## src/rtl/pc_sched.sv

```systemverilog
// pc_sched: fetch-address scheduler.
//
// Sequences the instruction fetch address through IDLE -> FETCH <-> HOLD. The PC advances by 4
// on an accepted, unstalled fetch, or jumps to a redirect target. Redirects that arrive while
// the PC cannot move are kept in a single pending slot until the next PC load.
//
// Ports:
//   clk, rst           clock and asynchronous active-high reset
//   stall_i            pipeline stall, PC holds
//   br_valid_i/target  branch redirect request and target
//   exc_valid_i/target exception redirect request and vector
//   imem_ack_i         instruction memory accepted the fetch at pc_o
//   pc_o               current fetch address
//   ce_o               fetch chip enable (state != IDLE)
//   imem_req_o         fetch request (state == FETCH)
//   flush_o            one-cycle pulse after a redirect was sampled
//
// Configuration:
//   EXC_REDIRECT_EN    when defined, exception redirects and the pending exception flag are
//                      built; otherwise exc_valid_i/exc_target_i are ignored.
module pc_sched (
  input  logic        clk,
  input  logic        rst,
  input  logic        stall_i,
  input  logic        br_valid_i,
  input  logic [31:0] br_target_i,
  input  logic        exc_valid_i,
  input  logic [31:0] exc_target_i,
  input  logic        imem_ack_i,
  output logic [31:0] pc_o,
  output logic        ce_o,
  output logic        imem_req_o,
  output logic        flush_o
);

  localparam logic [1:0] StIdle  = 2'd0;
  localparam logic [1:0] StFetch = 2'd1;
  localparam logic [1:0] StHold  = 2'd2;

  logic [1:0]  state_q, state_d;
  logic [31:0] pc_q, pc_d;
  logic        flush_q, flush_d;
  logic        pend_valid_q, pend_valid_d;
  logic [31:0] pend_target_q, pend_target_d;

  logic        exc_req;
  logic [31:0] exc_tgt;
  logic        pend_exc;
  logic        active;
  logic        advance;
  logic        latch_exc;
  logic        latch_br;
  logic [31:0] br_tgt;
  logic [31:0] next_pc;

`ifdef EXC_REDIRECT_EN
  logic pend_exc_q, pend_exc_d;

  assign exc_req  = exc_valid_i;
  assign exc_tgt  = {exc_target_i[31:2], 2'b00};
  assign pend_exc = pend_exc_q;

  // Type flag: set by a latched exception, cleared by a latched branch or a PC load.
  always_comb begin
    pend_exc_d = pend_exc_q;
    if (advance) begin
      pend_exc_d = 1'b0;
    end else if (latch_exc) begin
      pend_exc_d = 1'b1;
    end else if (latch_br) begin
      pend_exc_d = 1'b0;
    end
  end

  always_ff @(posedge clk or posedge rst) begin
    if (rst) begin
      pend_exc_q <= 1'b0;
    end else begin
      pend_exc_q <= pend_exc_d;
    end
  end
`else
  logic unused_exc;

  assign exc_req    = 1'b0;
  assign exc_tgt    = '0;
  assign pend_exc   = 1'b0;
  assign unused_exc = ^{exc_valid_i, exc_target_i};
`endif

  assign br_tgt = {br_target_i[31:2], 2'b00};
  assign active = (state_q != StIdle);

  // PC loads on an accepted unstalled fetch, or when a held fetch is released.
  assign advance = ((state_q == StFetch) && imem_ack_i && !stall_i) ||
                   ((state_q == StHold) && !stall_i);

  // A pending exception beats a fresh branch; a fresh branch replaces a pending branch.
  always_comb begin
    next_pc = pc_q + 32'd4;
    if (exc_req) begin
      next_pc = exc_tgt;
    end else if (pend_valid_q && pend_exc) begin
      next_pc = pend_target_q;
    end else if (br_valid_i) begin
      next_pc = br_tgt;
    end else if (pend_valid_q) begin
      next_pc = pend_target_q;
    end
  end

  assign latch_exc = active && !advance && exc_req;
  assign latch_br  = active && !advance && br_valid_i && !exc_req && !(pend_valid_q && pend_exc);

  always_comb begin
    state_d       = state_q;
    pc_d          = pc_q;
    pend_valid_d  = pend_valid_q;
    pend_target_d = pend_target_q;
    flush_d       = active && (br_valid_i || exc_req);

    case (state_q)
      StIdle:  state_d = StFetch;
      StFetch: if (imem_ack_i && stall_i) state_d = StHold;
      StHold:  if (!stall_i) state_d = StFetch;
      default: state_d = StIdle;
    endcase

    if (advance) begin
      pc_d         = next_pc;
      pend_valid_d = 1'b0;
    end else if (latch_exc) begin
      pend_valid_d  = 1'b1;
      pend_target_d = exc_tgt;
    end else if (latch_br) begin
      pend_valid_d  = 1'b1;
      pend_target_d = br_tgt;
    end
  end

  always_ff @(posedge clk or posedge rst) begin
    if (rst) begin
      state_q       <= StIdle;
      pc_q          <= '0;
      flush_q       <= 1'b0;
      pend_valid_q  <= 1'b0;
      pend_target_q <= '0;
    end else begin
      state_q       <= state_d;
      pc_q          <= pc_d;
      flush_q       <= flush_d;
      pend_valid_q  <= pend_valid_d;
      pend_target_q <= pend_target_d;
    end
  end

  assign pc_o       = pc_q;
  assign ce_o       = (state_q != StIdle);
  assign imem_req_o = (state_q == StFetch);
  assign flush_o    = flush_q;

endmodule
```

## config.mk

```make
export PLATFORM = sky130hd
export DESIGN_NAME = pc_sched
export DESIGN_NICKNAME = d
export VERILOG_FILES = /design/src/rtl/pc_sched.sv
export SDC_FILE = /design/constraint.sdc
export NUM_CORES = 1
export LEC_CHECK = 0
export ABC_AREA = 1
export BUFFER_PORTS_ARGS = -buffer_cell sky130_fd_sc_hd__buf_2
export CAP_MARGIN = 20
export CORE_UTILIZATION = 35
export CTS_BUF_LIST = sky130_fd_sc_hd__clkbuf_8 sky130_fd_sc_hd__clkbuf_16
export DETAILED_ROUTE_END_ITERATION = 10
export GPL_TIMING_DRIVEN = 0
export PLACE_DENSITY = 0.65
export SETUP_SLACK_MARGIN = 0.1
export SYNTH_ARGS = -nofsm -noshare
export SYNTH_HDL_FRONTEND = slang
export SYNTH_SLANG_ARGS = --single-unit
```

## constraint.sdc

```tcl
create_clock -name clk -period 1.8 [get_ports clk]
set_input_delay 0.18 -clock clk [delete_from_list [all_inputs] [get_ports clk]]
set_output_delay 0.18 -clock clk [all_outputs]
set_load 0.02 [all_outputs]
```

* Word-level counts from Yosys, hierarchy flattened
Index checks and enable logic that the tools add are counted.
** Storage, ports and cells
- Memories kept :: 0
- Bits in writable memories :: 0
- ROM bits :: 0
- Word-level logic and storage cells :: 33
- Output and inout bits :: 35
- Register bits after elaboration :: 66
- Latch bits :: 0
- Input port bits :: 70
** Cells by class
- Reduce and logical (&&, ||, !) cells :: 15
- Shifts and indexed selects :: 0
- Bitwise operators :: 1
- Add/sub/neg operators :: 1
- Div/mod/pow operators :: 0
- Multiply operators :: 0
- Multiplexer cells :: 7
- Equality and inequality tests :: 4
- Order comparisons :: 0
** Operators with widths (count)
- 32-bit two-way mux :: 2
- 32-bit by 3-bit adder with 32-bit output, second input constant :: 1
- 1-bit logical AND :: 7
- 2-bit case mux with 3 select lines :: 1
- 2-bit two-way mux :: 2
- 2-bit AND reduction :: 2
- 2-bit nonzero test :: 2
- 2-bit by 1-bit == test with 1-bit output, second input constant :: 1
- 2-bit == test, second input constant :: 1
- 1-bit logical NOT :: 2
- 2-bit logical NOT :: 1
- 1-bit two-way mux :: 2
- 2-bit by 1-bit inequality test with 1-bit output, second input constant :: 1
- 2-bit inequality test, second input constant :: 1
- 1-bit logical OR :: 1
- 1-bit NOT :: 1

* Logic depth before layout (Yosys ltp)
- Depth in word-level cells :: 9
- Depth in mapped cells :: 10
- Gate-level depth less buffers :: 10

* Worst setup path after synthesis
No wires, ideal clock.
- Kind :: reg2reg
- From :: reg pc_q[3], in the netlist pc_o[3]
- To :: reg pc_q[26], in the netlist pc_o[26]
- Slack :: 224 ps
- Arrival :: 1454 ps
- Buffers on the path :: 0
- Clock period less this slack :: 1576 ps
- Data required time :: 1678 ps
- Setup time :: 122 ps
- Cell stages (with the launch flop) :: 11
- Path through :: dfrtp_1 -> ha_1 -> nand2_2 -> nor2_4 -> nand2_4 -> nor2_4 -> nand2_1 -> nand2_1 -> nand3_1 -> nand2_1 -> a21oi_1
** On the way
- Cells in the longest elaborated chain, start to end :: 3
** Ends and longest elaborated chain
- start: declaration :: line 41 : logic [31:0] pc_q, pc_d;
- start signal: assignment :: line 150 : pc_q <= pc_d;
- 32-bit by 3-bit adder with 32-bit output :: line 100 : next_pc = pc_q + 32'd4;
- 32-bit two-way mux :: line 107 : end else if (pend_valid_q) begin
- 32-bit two-way mux :: line 105 : end else if (br_valid_i) begin
No other way between the ends.
A chain may end at the register's enable or synchronous reset.

* Worst setup path in the final report
- From :: reg state_q[1]
- To :: reg pend_target_q[9]
** On the way
- Cells in the longest elaborated chain, start to end :: 8
- Elaborated cells on any way between the ends :: 12
- Those cells by class :: eq/ne: 2; bitwise: 1; reduce/logical: 9
** Ends and longest elaborated chain
- start: declaration :: line 40 : logic [1:0] state_q, state_d;
- start signal: assignment :: line 143 : state_q <= StIdle;
- start signal: assignment :: line 149 : state_q <= state_d;
- 2-bit by 1-bit == test with 1-bit output :: line 95 : assign advance = ((state_q == StFetch) && imem_ack_i && !stall_i) ||
- 1-bit logical AND (2 in a row) :: line 95
- 1-bit logical OR :: line 95
- 1-bit logical NOT :: line 113 : assign latch_br = active && !advance && br_valid_i && !exc_req && !(pend_valid_q && pend_exc);
- 1-bit logical AND (2 in a row) :: line 113
- 2-bit AND reduction (no line) *
- end signal: assignment :: line 153 : pend_target_q <= pend_target_d;
- end: declaration :: line 44 : logic [31:0] pend_target_q, pend_target_d;
Mark *: on every way between the ends. The rest lies on a longest branch, timed or not.

==> reports/metrics.csv <==
stage;metric;value;unit
outcome;status;finished, final reports clean;
grt;initial antenna violation count;0;
critical_path;Buffers & Inverters on Critical Path;2;
die;FP Rows;38;
yosys;Synth async-reset ratio;100.0;%
clock_network;TritonCTS Buffers;9;
place;hpwl dp;8907;microns
critical_path;CP Class;flop to flop;
routing;vias;3728;
die;Initial Utilization;36.63;%
grt;met2 Resource Use GR;35.00;%
layout;layout cell share with drive strength beyond 1;27.71;%
yosys;Mapped Area;4040;sq um
clock_network;Reg clk slew, reported paths;60;ps
yosys;post-synthesis cell count;525;
timing;max-slew violations;0;
die;die height;109.4;microns
min_path;Worst Hold Class;primary input to flop;
timing;Worst Max-Slew Pin Slew;693.4;ps
die;Die ar.;11980;sq um
critical_path;CP max stage cell;dfrtp_1;
routing;Wirelength per Cell;15.72;microns
layout;commonest non-fill, non-tap cell in the layout;nand2_1;
yosys;Syn Area/Cell;7.695;sq um
critical_path;CP top delay family;simple AND/OR/NAND/NOR gates;
die;Die W;109.4;microns
timing;Final setup viols;0;
power;P_leak;2.428;nW
layout;fin nets;683;
routing;Post-route DRC;0;
die;I/O Pins;105;
layout;Multi-input gate area;2191;sq um
grt;GR Util met3;5.039;%
routing;WL final;11900;microns
yosys;Yosys reg bits;64;
yosys;Post-synth EDFFs;0;
timing;Slew HR;53.77;%
routing;DRT Pass-1 Iters;4;
timing;min Tclk post-route;1631;ps
routing;Detail Route Antenna Nets;0;
yosys;sequential share of the synthesized area;39.64;%
grt;first-pass GRT wire length;19510;microns
power;P per Cell Area;1423;nW/um^2
timing;hold_ws;73.95;ps
critical_path;CP Data Arrival Time;1850;ps
place;GPL Wtd Cong;0.8897;
timing;Fin Setup TNS;0;ps
die;Core Region;11030;sq um
layout;Area Overhead vs Synth;24.50;%
critical_path;Worst EP required;2020;ps
timing;final hold vios;0;
routing;Iteration-0 DRC Markers;175;
flow_run;number of max-cap violations;0;
place;I/O Buffers;67;
clock_network;CTS tree;yes;
critical_path;Critical Path Max Stage Delay;420;ps
place;Placed Area;4578;sq um
timing;part of the cycle the worst path needs;90.63;%
layout;FF+latch area;1604;sq um
timing;clock skew;5.343;ps
yosys;synth unique cells;36;
critical_path;Worst setup EP type;flop;
grt;pin count of the biggest net entering global routing;38;
grt;Tot GR Track Use;22.07;%
layout;n_diodes;0;
routing;Via-to-Cell Ratio;4.925;
critical_path;Cell Chain, Critical Path;nand2_1, nand2_2, nor2_4, inv_4, nand2_4, buf_8, mux2_4;
clock_network;Clk Latency, worst-skew pair;340;ps
grt;met1 usage;29.19;%
layout;post-route cell area;5030;sq um
power;Max VDD drop;0.0005083;V
layout;commonest cells after routing, fill and taps aside;nand2_1, nor2_1, buf_2;
yosys;Yosys Warn Count;0;
clock_network;CTS max path bufs;2;
grt;vias in the first global route;3650;
grt;GRT Max-Usage Layer;met2;
layout;Fillers;1176;
grt;global route overflow;0;
clock_network;H-tree levels;3;
clock_network;root buffer cell;clkbuf_16;
layout;utilization after layout;45.60;%
timing;achievable frequency;613.0;MHz
critical_path;CP Max Fanout;10;
yosys;ys flop type;dfrtp_1;
timing;unrepaired setup endpoints after global routing;true;
critical_path;Worst setup SP type;flop;
clock_network;clock sink total;64;
cells by family (layout without fill, tap and decap cells):
kind of cell / count (synthesis) / in the layout / share of synthesized area [%]
fa+ha+maj: 1 / 1 / 0.3096
compound gates: 80 / 80 / 11.09
mux: 27 / 27 / 9.384
flops: 64 / 64 / 39.64
xor+xnor: 5 / 5 / 1.084
simple gates: 283 / 283 / 31.50
buf+inv: 64 / 155 / 6.906
other cells: 1 / 2 / 0.09282
path summary, 6_finish.rpt:
path                                    from                 to  slack (ps)  depth (start not counted)
setup / recovery                  state_q[1]   pend_target_q[9]         170                          7
hold / removal               br_target_i[28]  pend_target_q[28]          70                          2
setup reg to reg                  state_q[1]   pend_target_q[9]         170                          7
hold reg to reg            pend_target_q[28]  pend_target_q[28]         500                          1
max in group asynchronous                rst            pc_o[4]         740                          4
min in group asynchronous                rst   pend_target_q[3]         460                          3
sequential cells by signal, indices dropped and copies added, names as in the netlist:
name           count
flush_o            1
pend_valid_q       1
state_q            2
pc_o              30
pend_target_q     30
stage by stage:
step,worst slack (ps),power (W),std cells
2_1_floorplan,223.7,0.004169,526
3_3_place_gp,59.92,0.004953,733
4_1_cts,135.7,0.007121,753
5_1_grt,43.67,0.007647,757
6_report,168.6,0.007159,757
3_5_place_dp,59.44,0.004999,734
worst register-to-register path: cells and delay by family (launching register included):
family | cells | cell delay, ps
DFF | 1 | 420
buffers and inverters | 2 | 270
muxes | 1 | 320
and+or+nand+nor | 4 | 490
what timing repair did:
action / CTS / global route
hold buffers: 1 / 0
setup endpoints to repair: 3 / 34
setup buffers: 2 / 4
gates resized for setup: 1 / 19
pin swaps: 1 / 2
cloned: 0 / 0
endpoints found under the hold margin: 27 / 0
report_power, final:
part           total [W]  internal, W  switching [W]
Clock            0.00207      0.00142       0.000646
Sequential       0.00238      0.00187       0.000511
Combinational    0.00271      0.00103        0.00167
area by class of cell:
class	count	area share, %
tap	140	3.483
timing repair buffer	75	8.159
clock buffer	11	5.025
buffer	23	2.662
sequential	64	31.89
multi-input combinational	398	43.56
clock inverter	5	2.040
inverter	41	3.184
cells in the mapped netlist (3+ instances only):
| cell | number | area [sq um] |
|---|---|---|
| buf_6 | 3 | 33.78 |
| clkbuf_1 | 11 | 41.29 |
| nand2_1 | 114 | 427.9 |
| mux2_4 | 20 | 300.3 |
| inv_2 | 3 | 11.26 |
| nand2_2 | 6 | 37.54 |
| nand3_1 | 36 | 180.2 |
| nor2_2 | 7 | 43.79 |
| and2_1 | 4 | 25.02 |
| mux2_1 | 3 | 33.78 |
| nor2_1 | 99 | 371.6 |
| buf_2 | 5 | 25.02 |
| a22oi_1 | 11 | 82.58 |
| nor2_4 | 9 | 101.4 |
| xor2_1 | 4 | 35.03 |
| nand2_4 | 4 | 45.04 |
| inv_1 | 37 | 138.9 |
| mux2_2 | 4 | 45.04 |
| dfrtp_1 | 64 | 1602 |
| a21oi_1 | 44 | 220.2 |
| o21ai_0 | 17 | 85.08 |
per-layer routing:
| layer | vias up | share of wire [%] |
|---|---|---|
| met4 | 0 | 1.6 |
| met1 | 1762 | 47 |
| met3 | 11 | 4.8 |
| met5 | - | 0 |
| met2 | 80 | 47 |
| li1 | 1875 | - |
Note: power is estimated with default switching activity, not from simulation.
